File: src/rtl/cache_req_if.sv
// Host-side request interface for the cache controller: accepts one request,
// issues it for a single cycle, waits for completion or timeout, then holds the response.
package ctrl_types_pkg;
  typedef enum logic [1:0] {
    NOOP   = 2'd0,
    READ   = 2'd1,
    UPSERT = 2'd2,
    DELETE = 2'd3
  } operation_e;
endpackage

module cache_req_if
  import ctrl_types_pkg::*;
#(
  parameter int KEY_WIDTH      = 32,
  parameter int VALUE_WIDTH    = 64,
  parameter int TIMEOUT_CYCLES = 64
) (
  input  logic                   clk,
  input  logic                   rst_n,
  input  logic                   req_valid,
  output logic                   req_ready,
  input  operation_e             req_op,
  input  logic [KEY_WIDTH-1:0]   req_key,
  input  logic [VALUE_WIDTH-1:0] req_value,
  output logic                   resp_valid,
  input  logic                   resp_ready,
  output logic                   resp_hit,
  output logic [VALUE_WIDTH-1:0] resp_value,
  output logic                   resp_err,
  output logic                   resp_timeout,
  output operation_e             operation_out,
  input  logic                   busy_in,
  input  logic                   busy_valid_in,
  input  logic                   hit_in,
  input  logic                   hit_valid_in,
  input  logic                   operation_valid_in,
  input  logic                   data_valid_in,
  output logic [KEY_WIDTH-1:0]   key_out,
  output logic [VALUE_WIDTH-1:0] value_out,
  input  logic [VALUE_WIDTH-1:0] value_in
);

  localparam int CNT_W = $clog2(TIMEOUT_CYCLES + 1);
  localparam logic [CNT_W-1:0] CNT_MAX = CNT_W'(TIMEOUT_CYCLES);

  typedef enum logic [1:0] {
    IDLE  = 2'd0,
    ISSUE = 2'd1,
    WAIT  = 2'd2,
    RESP  = 2'd3
  } state_e;

  state_e                 state_q, state_d;
  operation_e             op_q, op_d;
  logic [KEY_WIDTH-1:0]   key_q, key_d;
  logic [VALUE_WIDTH-1:0] value_q, value_d;
  logic [CNT_W-1:0]       cnt_q, cnt_d;
  logic                   hit_q, hit_d;
  logic [VALUE_WIDTH-1:0] rvalue_q, rvalue_d;
  logic                   err_q, err_d;
  logic                   tmo_q, tmo_d;

  logic [CNT_W-1:0] cnt_inc;
  logic             ctrl_settled;
  logic             timed_out;
  logic             is_read;

  // The counter value after this WAIT cycle; timeout fires on the cycle it reaches the limit
  assign cnt_inc      = (cnt_q == CNT_MAX) ? cnt_q : cnt_q + CNT_W'(1);
  assign timed_out    = (cnt_inc == CNT_MAX);
  assign ctrl_settled = busy_valid_in && !busy_in;
  assign is_read      = (op_q == READ);

  always_comb begin
    state_d  = state_q;
    op_d     = op_q;
    key_d    = key_q;
    value_d  = value_q;
    cnt_d    = cnt_q;
    hit_d    = hit_q;
    rvalue_d = rvalue_q;
    err_d    = err_q;
    tmo_d    = tmo_q;
    case (state_q)
      IDLE: begin
        if (req_valid && req_ready) begin
          op_d    = req_op;
          key_d   = req_key;
          value_d = req_value;
          cnt_d   = '0;
          if (req_op == NOOP) begin
            state_d  = RESP;
            hit_d    = 1'b0;
            rvalue_d = '0;
            err_d    = 1'b0;
            tmo_d    = 1'b0;
          end else begin
            state_d = ISSUE;
          end
        end
      end
      ISSUE: state_d = WAIT;
      WAIT: begin
        cnt_d = cnt_inc;
        // A settled controller wins over a timeout landing in the same cycle
        if (ctrl_settled) begin
          state_d = RESP;
          tmo_d   = 1'b0;
          if (operation_valid_in) begin
            hit_d    = is_read && hit_valid_in && hit_in;
            rvalue_d = (is_read && data_valid_in && hit_in) ? value_in : '0;
            err_d    = 1'b0;
          end else begin
            hit_d    = 1'b0;
            rvalue_d = '0;
            err_d    = 1'b1;
          end
        end else if (timed_out) begin
          state_d  = RESP;
          hit_d    = 1'b0;
          rvalue_d = '0;
          err_d    = 1'b1;
          tmo_d    = 1'b1;
        end
      end
      RESP: begin
        if (resp_ready) state_d = IDLE;
      end
      default: state_d = IDLE;
    endcase
  end

  always_ff @(posedge clk or negedge rst_n) begin
    if (!rst_n) begin
      state_q  <= IDLE;
      op_q     <= NOOP;
      key_q    <= '0;
      value_q  <= '0;
      cnt_q    <= '0;
      hit_q    <= 1'b0;
      rvalue_q <= '0;
      err_q    <= 1'b0;
      tmo_q    <= 1'b0;
    end else begin
      state_q  <= state_d;
      op_q     <= op_d;
      key_q    <= key_d;
      value_q  <= value_d;
      cnt_q    <= cnt_d;
      hit_q    <= hit_d;
      rvalue_q <= rvalue_d;
      err_q    <= err_d;
      tmo_q    <= tmo_d;
    end
  end

  // The command is visible only in ISSUE so the controller launches it exactly once
  assign operation_out = (state_q == ISSUE) ? op_q : NOOP;
  assign req_ready     = (state_q == IDLE);
  assign resp_valid    = (state_q == RESP);
  assign resp_hit      = hit_q;
  assign resp_value    = rvalue_q;
  assign resp_err      = err_q;
  assign resp_timeout  = tmo_q;
  assign key_out       = key_q;
  assign value_out     = value_q;

endmodule

File: config.mk
export PLATFORM = sky130hd
export DESIGN_NAME = cache_req_if
export DESIGN_NICKNAME = d
export VERILOG_FILES = /design/src/rtl/cache_req_if.sv
export SDC_FILE = /design/constraint.sdc
export NUM_CORES = 1
export LEC_CHECK = 0
export ABC_AREA = 1
export CORE_MARGIN = 4
export CORE_UTILIZATION = 38
export CTS_CLUSTER_DIAMETER = 50
export DETAILED_ROUTE_END_ITERATION = 8
export GPL_TIMING_DRIVEN = 0
export PLACE_DENSITY_LB_ADDON = 0.2
export SLEW_MARGIN = 20
export SYNTH_ARGS = -nofsm -noshare
export SYNTH_HDL_FRONTEND = slang
export SYNTH_SLANG_ARGS = --single-unit
File: constraint.sdc
create_clock -name clk -period 1.9 [get_ports clk]
set_clock_uncertainty 0.1 [all_clocks]
set_input_delay 0.475 -clock clk [delete_from_list [all_inputs] [get_ports clk]]
set_output_delay 0.475 -clock clk [all_outputs]
set_load 0.05 [all_outputs]
# [Yosys cells after proc, flatten, opt, wreduce, memory -nomap -nowiden]
# Index checks and enable logic that the tools add are counted.
[op_classes] reduce_logical=14 n_mux=29 n_addsub=1 n_eq_ne=10
[ops] operator="64-bit 2-to-1 mux" n=6
[ops] operator="64-bit case mux with 2 select lines" n=1
[ops] operator="7-bit equality test, second input constant" n=2
[ops] operator="7-bit 2-to-1 mux" n=2
[ops] operator="7-bit case mux with 2 select lines" n=1
[ops] operator="2-bit 2-to-1 mux" n=6
[ops] operator="1-bit 2-to-1 mux" n=9
[ops] operator="2-bit case mux with 4 select lines" n=1
[ops] operator="7-bit by 1-bit adder with 7-bit output, second input constant" n=1
[ops] operator="1-bit logical AND" n=6
[ops] operator="2-bit by 1-bit inequality test with 1-bit output, second input constant" n=3
[ops] operator="1-bit case mux with 2 select lines" n=3
[ops] operator="2-bit by 1-bit equality test with 1-bit output, second input constant" n=2
[ops] operator="2-bit equality test, second input constant" n=2
[ops] operator="2-bit zero test" n=2
[ops] operator="2-bit AND reduction" n=2
[ops] operator="4-bit AND reduction" n=1
[ops] operator="3-bit inequality test, second input constant" n=1
[ops] operator="3-bit AND reduction" n=1
[ops] operator="2-bit nonzero test" n=1
[ops] operator="1-bit zero test" n=1
[word_totals] word_cells=63 register_bits=174 inputBits=172

# [Longest topological paths before layout]
[depth] depth_word=7 ltp_mapped=16 ltp_nobuf=14

# [Worst setup path before layout]
# OpenSTA, ideal clock, no wires.
[synth_timing] kind="register -> register" start="reg state_q[0]" end="reg rvalue_q[34], in the netlist resp_value[34]" required_ns=1.733 slack_ns=-0.364 arrival_ns=2.098 synth_period_minus_slack_ns=2.264 stages_incl_launch_ff=11 cell_sequence="dfrtp_1 inv_1 ha_1 inv_1 or2_2 buf_2 nand3_2 buf_2 buf_6 nand2_1 nand2_1"
[synth_via] elab_chain_cells=4 word_cells_on_any_way=9
[synth_rtl] item="start, declared" line="54" rtl="state_e state_q, state_d;"
[synth_rtl] item="start signal, assigned" line="146" rtl="state_q <= state_d;"
[synth_rtl] item="2-bit zero test (*)" line="160" rtl="assign req_ready = (state_q == IDLE);"
[synth_rtl] item="via req_ready" line="22" rtl="output logic req_ready,"
[synth_rtl] item="1-bit logical AND" line="87" rtl="if (req_valid && req_ready) begin"
[synth_rtl] item="2-bit by 1-bit inequality test with 1-bit output (no line)"
[synth_rtl] item="4-bit AND reduction (no line)"
[synth_rtl] item="end signal, assigned" line="152" rtl="rvalue_q <= rvalue_d;"
[synth_rtl] item="end, declared" line="60" rtl="logic [VALUE_WIDTH-1:0] rvalue_q, rvalue_d;"
# Mark *: on every way through the listed nets, which the timed path passes. The rest lies on a longest branch.
# A chain may end at the register's enable or synchronous reset.

# [Worst setup path after layout]
[layout_timing] start="reg cnt_q[0]" end="reg rvalue_q[48], in the netlist resp_value[48]"
[layout_via] elab_chain_cells=5 word_cells_on_any_way=6
[layout_rtl] item="start, declared" line="58" rtl="logic [CNT_W-1:0] cnt_q, cnt_d;"
[layout_rtl] item="start signal, assigned" line="150" rtl="cnt_q <= cnt_d;"
[layout_rtl] item="7-bit by 1-bit adder with 7-bit output / 7-bit equality test (equally long branches)" line="70" rtl="assign cnt_inc = (cnt_q == CNT_MAX) ? cnt_q : cnt_q + CNT_W'(1);"
[layout_rtl] item="7-bit 2-to-1 mux (*)" line="70"
[layout_rtl] item="7-bit equality test (*)" line="71" rtl="assign timed_out = (cnt_inc == CNT_MAX);"
[layout_rtl] item="3-bit inequality test (no line) (*)"
[layout_rtl] item="4-bit AND reduction (no line) (*)"
# Every way passes the cells marked *; elsewhere a longest branch is shown, timed or not.

==> impl_results.md <==
- Outcome: finished, violations left
- Failing checks: negative setup slack
- Worst stage delay on the critical path: 0.42 ns
- ANT nets after route: 0
- Sw Pwr: 9.211 mW
- DR DRC count: 0
- Largest net degree at the start of global routing: 94
- Placed Cells: 1359
- Nets: 1330
- Worst min-delay path class: reg -> reg
- WL/cell: 17.46 um
- Initial DRT Pass Iterations: 4
- Crit path max fanout: 7
- DR iter-0 viols: 264
- Initial antenna violation count: 1
- Die W: 149.2 um
- Max_slew headroom: 56.17%
- Final worst-path cycle share: 114.1%
- Layout cell share with drive strength beyond 1: 38.28%
- Min Tclk post-route: 2.168 ns
- Syn nets: 933
- Kind of critical path: reg -> reg
- Via count: 6754
- Clock Path Buffers: 2
- Post-Syn Instances: 755
- Site row count: 51
- Post-synthesis register bit count: 174
- Crit path max-delay cell type: dfrtp_1
- Syn. warnings: 0
- Switching share of power: 46.67%
- Max-cap violations: 0
- Lkg Pwr: 6.155 nW
- GP Congestion: 0.8234
- Die Y: 149.2 um
- PortBufs: 338
- Later-pin clock latency in the skew report: 0.42 ns
- Worst Max-Slew Pin Slew: 0.6575 ns
- Inserted Clock Buffers: 17
- Worst Setup Start Kind: flip-flop
- FMAX: 461.3 MHz
- Cell variety after synth: 21
- Placed Area: 11370 um2
- Clock share of power: 18.5%
- RSZ-0062 raised after global routing: yes
- VDD IR max: 0.8966 mV
- Final setup fails: 72
- Worst Path Buf+Inv: 3
- Final Non-Filler Cells: 1430
- Vias in the first global route: 6881
- Starting Density: 38.82%
- Most frequent cells in the layout: 173 x dfrtp_1, 170 x clkdlybuf4s50_1, 100 x nand2_1, 96 x mux2_2, 81 x clkdlybuf4s15_2
- Critical path data arrival time: 2.38 ns
- Fillers: 1582
- Layout area overhead: 67.29%
- Worst Setup End Kind: flip-flop
- Critical Path RT: 2.11 ns
- ANT cells: 0
- Core Region: 19530 um2
- Most common cell after layout, fill and taps aside: dfrtp_1
- Global-route wire length before repair: 37.83 mm
- Syn_area_per_cell: 10.04 um2
- Clock sink count: 174
- CP cell instances: inv_2, ha_4, nand2_2, nor2_1, nand3_1, nand2_2, nand2_1, nor2_2, nand2_2, nand2_4, nand3_4, buf_12, buf_16, nand2_1, nand2_1
- Die footprint: 22270 um2
- Internal: 10.53 mW
- Hold Vio Cnt, Final: 0
- Gr ovfl total: 0
- CTS root buf: clkbuf_16
- Final TNS setup: -17.33 ns
- I/O pin cnt: 339
- Comb pwr share: 54.0%
- Slew Viols, Final: 0
- Hold_ws: 0.3739 ns
- Post-Syn Area: 7581 um2
- H-tree depth: 4
- Total Wirelength: 24.96 mm
- GRT Util Overall: 21.76%
- PwrDens: 1556 nW/um2
- Reg power frac: 27.6%
- Worst setup margin: -0.2680 ns
- Dpl hpwl: 17.50 mm
- Clk slew on worst S/H paths: 0.07 ns
- Final Core Density: 64.95%
- CP delay by family, top: simple AND/OR/NAND/NOR gates
- Avg Vias per Cell: 4.723
- CTS tree: built
- Register area share after synthesis: 57.44%
- Final Instance Area: 12680 um2
stage by stage:
stage,setup WS (ns),total power [mW]
after detailed placement,-0.8913,15.59
final,-0.2680,19.74
after global placement,-7.414,15.48
after floorplan,-0.06487,11.98
after CTS,-0.1579,19.93
after global routing,-0.3876,20.65
registers in the layout, summed over array words and instances (netlist names):
register / flops
resp_value: 64
value_out: 64
key_out: 32
cnt_q: 7
op_q: 2
state_q: 2
resp_err: 1
resp_hit: 1
resp_timeout: 1
worst min-delay path: cells and delay by family, from the launching register on:
family	cells	cell delay (ns)
DFF	1	0.34
and+or+nand+nor	2	0.09
metal layers:
metal / share of wire [%] / routed length [um] / GRT usage (%)
met1: 39 / 9788 / 26.07
met2: 51 / 12840 / 38.06
met3: 6.7 / 1683 / 5.804
met4: 2.5 / 633 / 7.185
met5: 0.052 / 13 / 0
area by class of cell:
cell class	count	area, um2	area share (%)
Clock buffer	17	425.4	3.354
Clock inverter	15	200.2	1.579
Buffer	44	367.9	2.901
Multi-Input combinational cell	448	2995	23.62
Inverter	87	326.6	2.575
Timing Repair Buffer	380	3680	29.02
Tap cell	265	331.6	2.614
Sequential cell	174	4355	34.34
kinds of logic (layout without fill, tap and decap cells):
| family | count (synthesis) | after routing | share of synthesized area (%) |
|---|---|---|---|
| muxes | 96 | 96 | 14.26 |
| AOI/OAI and AO/OA | 10 | 10 | 0.7756 |
| and+or+nand+nor | 333 | 333 | 19.19 |
| xor gates and xnor gates | 3 | 3 | 0.3467 |
| adders and majority gates | 6 | 6 | 0.9902 |
| DFF | 174 | 174 | 57.44 |
| buffers and inverters | 133 | 543 | 6.998 |
synthesized netlist by cell type:
cell / n / share of area [%]
nor2_1: 76 / 3.8
inv_2: 1 / 0.049
dfrtp_1: 174 / 57
nor3_1: 1 / 0.066
ha_1: 6 / 0.99
xor2_1: 3 / 0.35
nand3_1: 8 / 0.53
inv_1: 86 / 4.3
nand2_2: 1 / 0.083
nand3_2: 1 / 0.13
buf_6: 3 / 0.45
o21ai_0: 3 / 0.20
and3b_1: 1 / 0.12
nand2_1: 173 / 8.6
o22ai_1: 7 / 0.58
buf_1: 3 / 0.15
mux2_2: 96 / 14
or2_2: 1 / 0.083
clkbuf_1: 33 / 1.6
nand4_1: 71 / 5.9
buf_2: 7 / 0.46
power by group through the flow:
stage               Sequential (mW)  Combinational [mW]  Clock, mW
global placement               5.45                10.0          0
detailed placement             5.49                10.1          0
finish                         5.44                10.6       3.65
global route                   5.59                11.2       3.91
floorplan                      9.25                2.74          0
CTS                            5.42                10.8       3.74
what timing repair did:
item	in CTS	in global routing
hold buffers	1	0
pin swaps	10	4
cloned	8	0
endpoints found under the setup margin	341	172
endpoints found under the hold margin	74	0
buffers inserted	26	8
resized for setup	557	104
final timing paths:
check,startpoint,endpoint,slack [ns],cells past startpoint
worst min register to register,resp_value[48],resp_value[48],0.37,2
max in group asynchronous,rst_n,key_out[22],0.24,3
worst min-delay path,resp_value[48],resp_value[48],0.37,2
worst max-delay path,cnt_q[0],resp_value[48],-0.27,15
worst max register to register,cnt_q[0],resp_value[48],-0.27,15
min in group asynchronous,rst_n,resp_value[42],0.53,2
(Power assumes the default switching activity.)
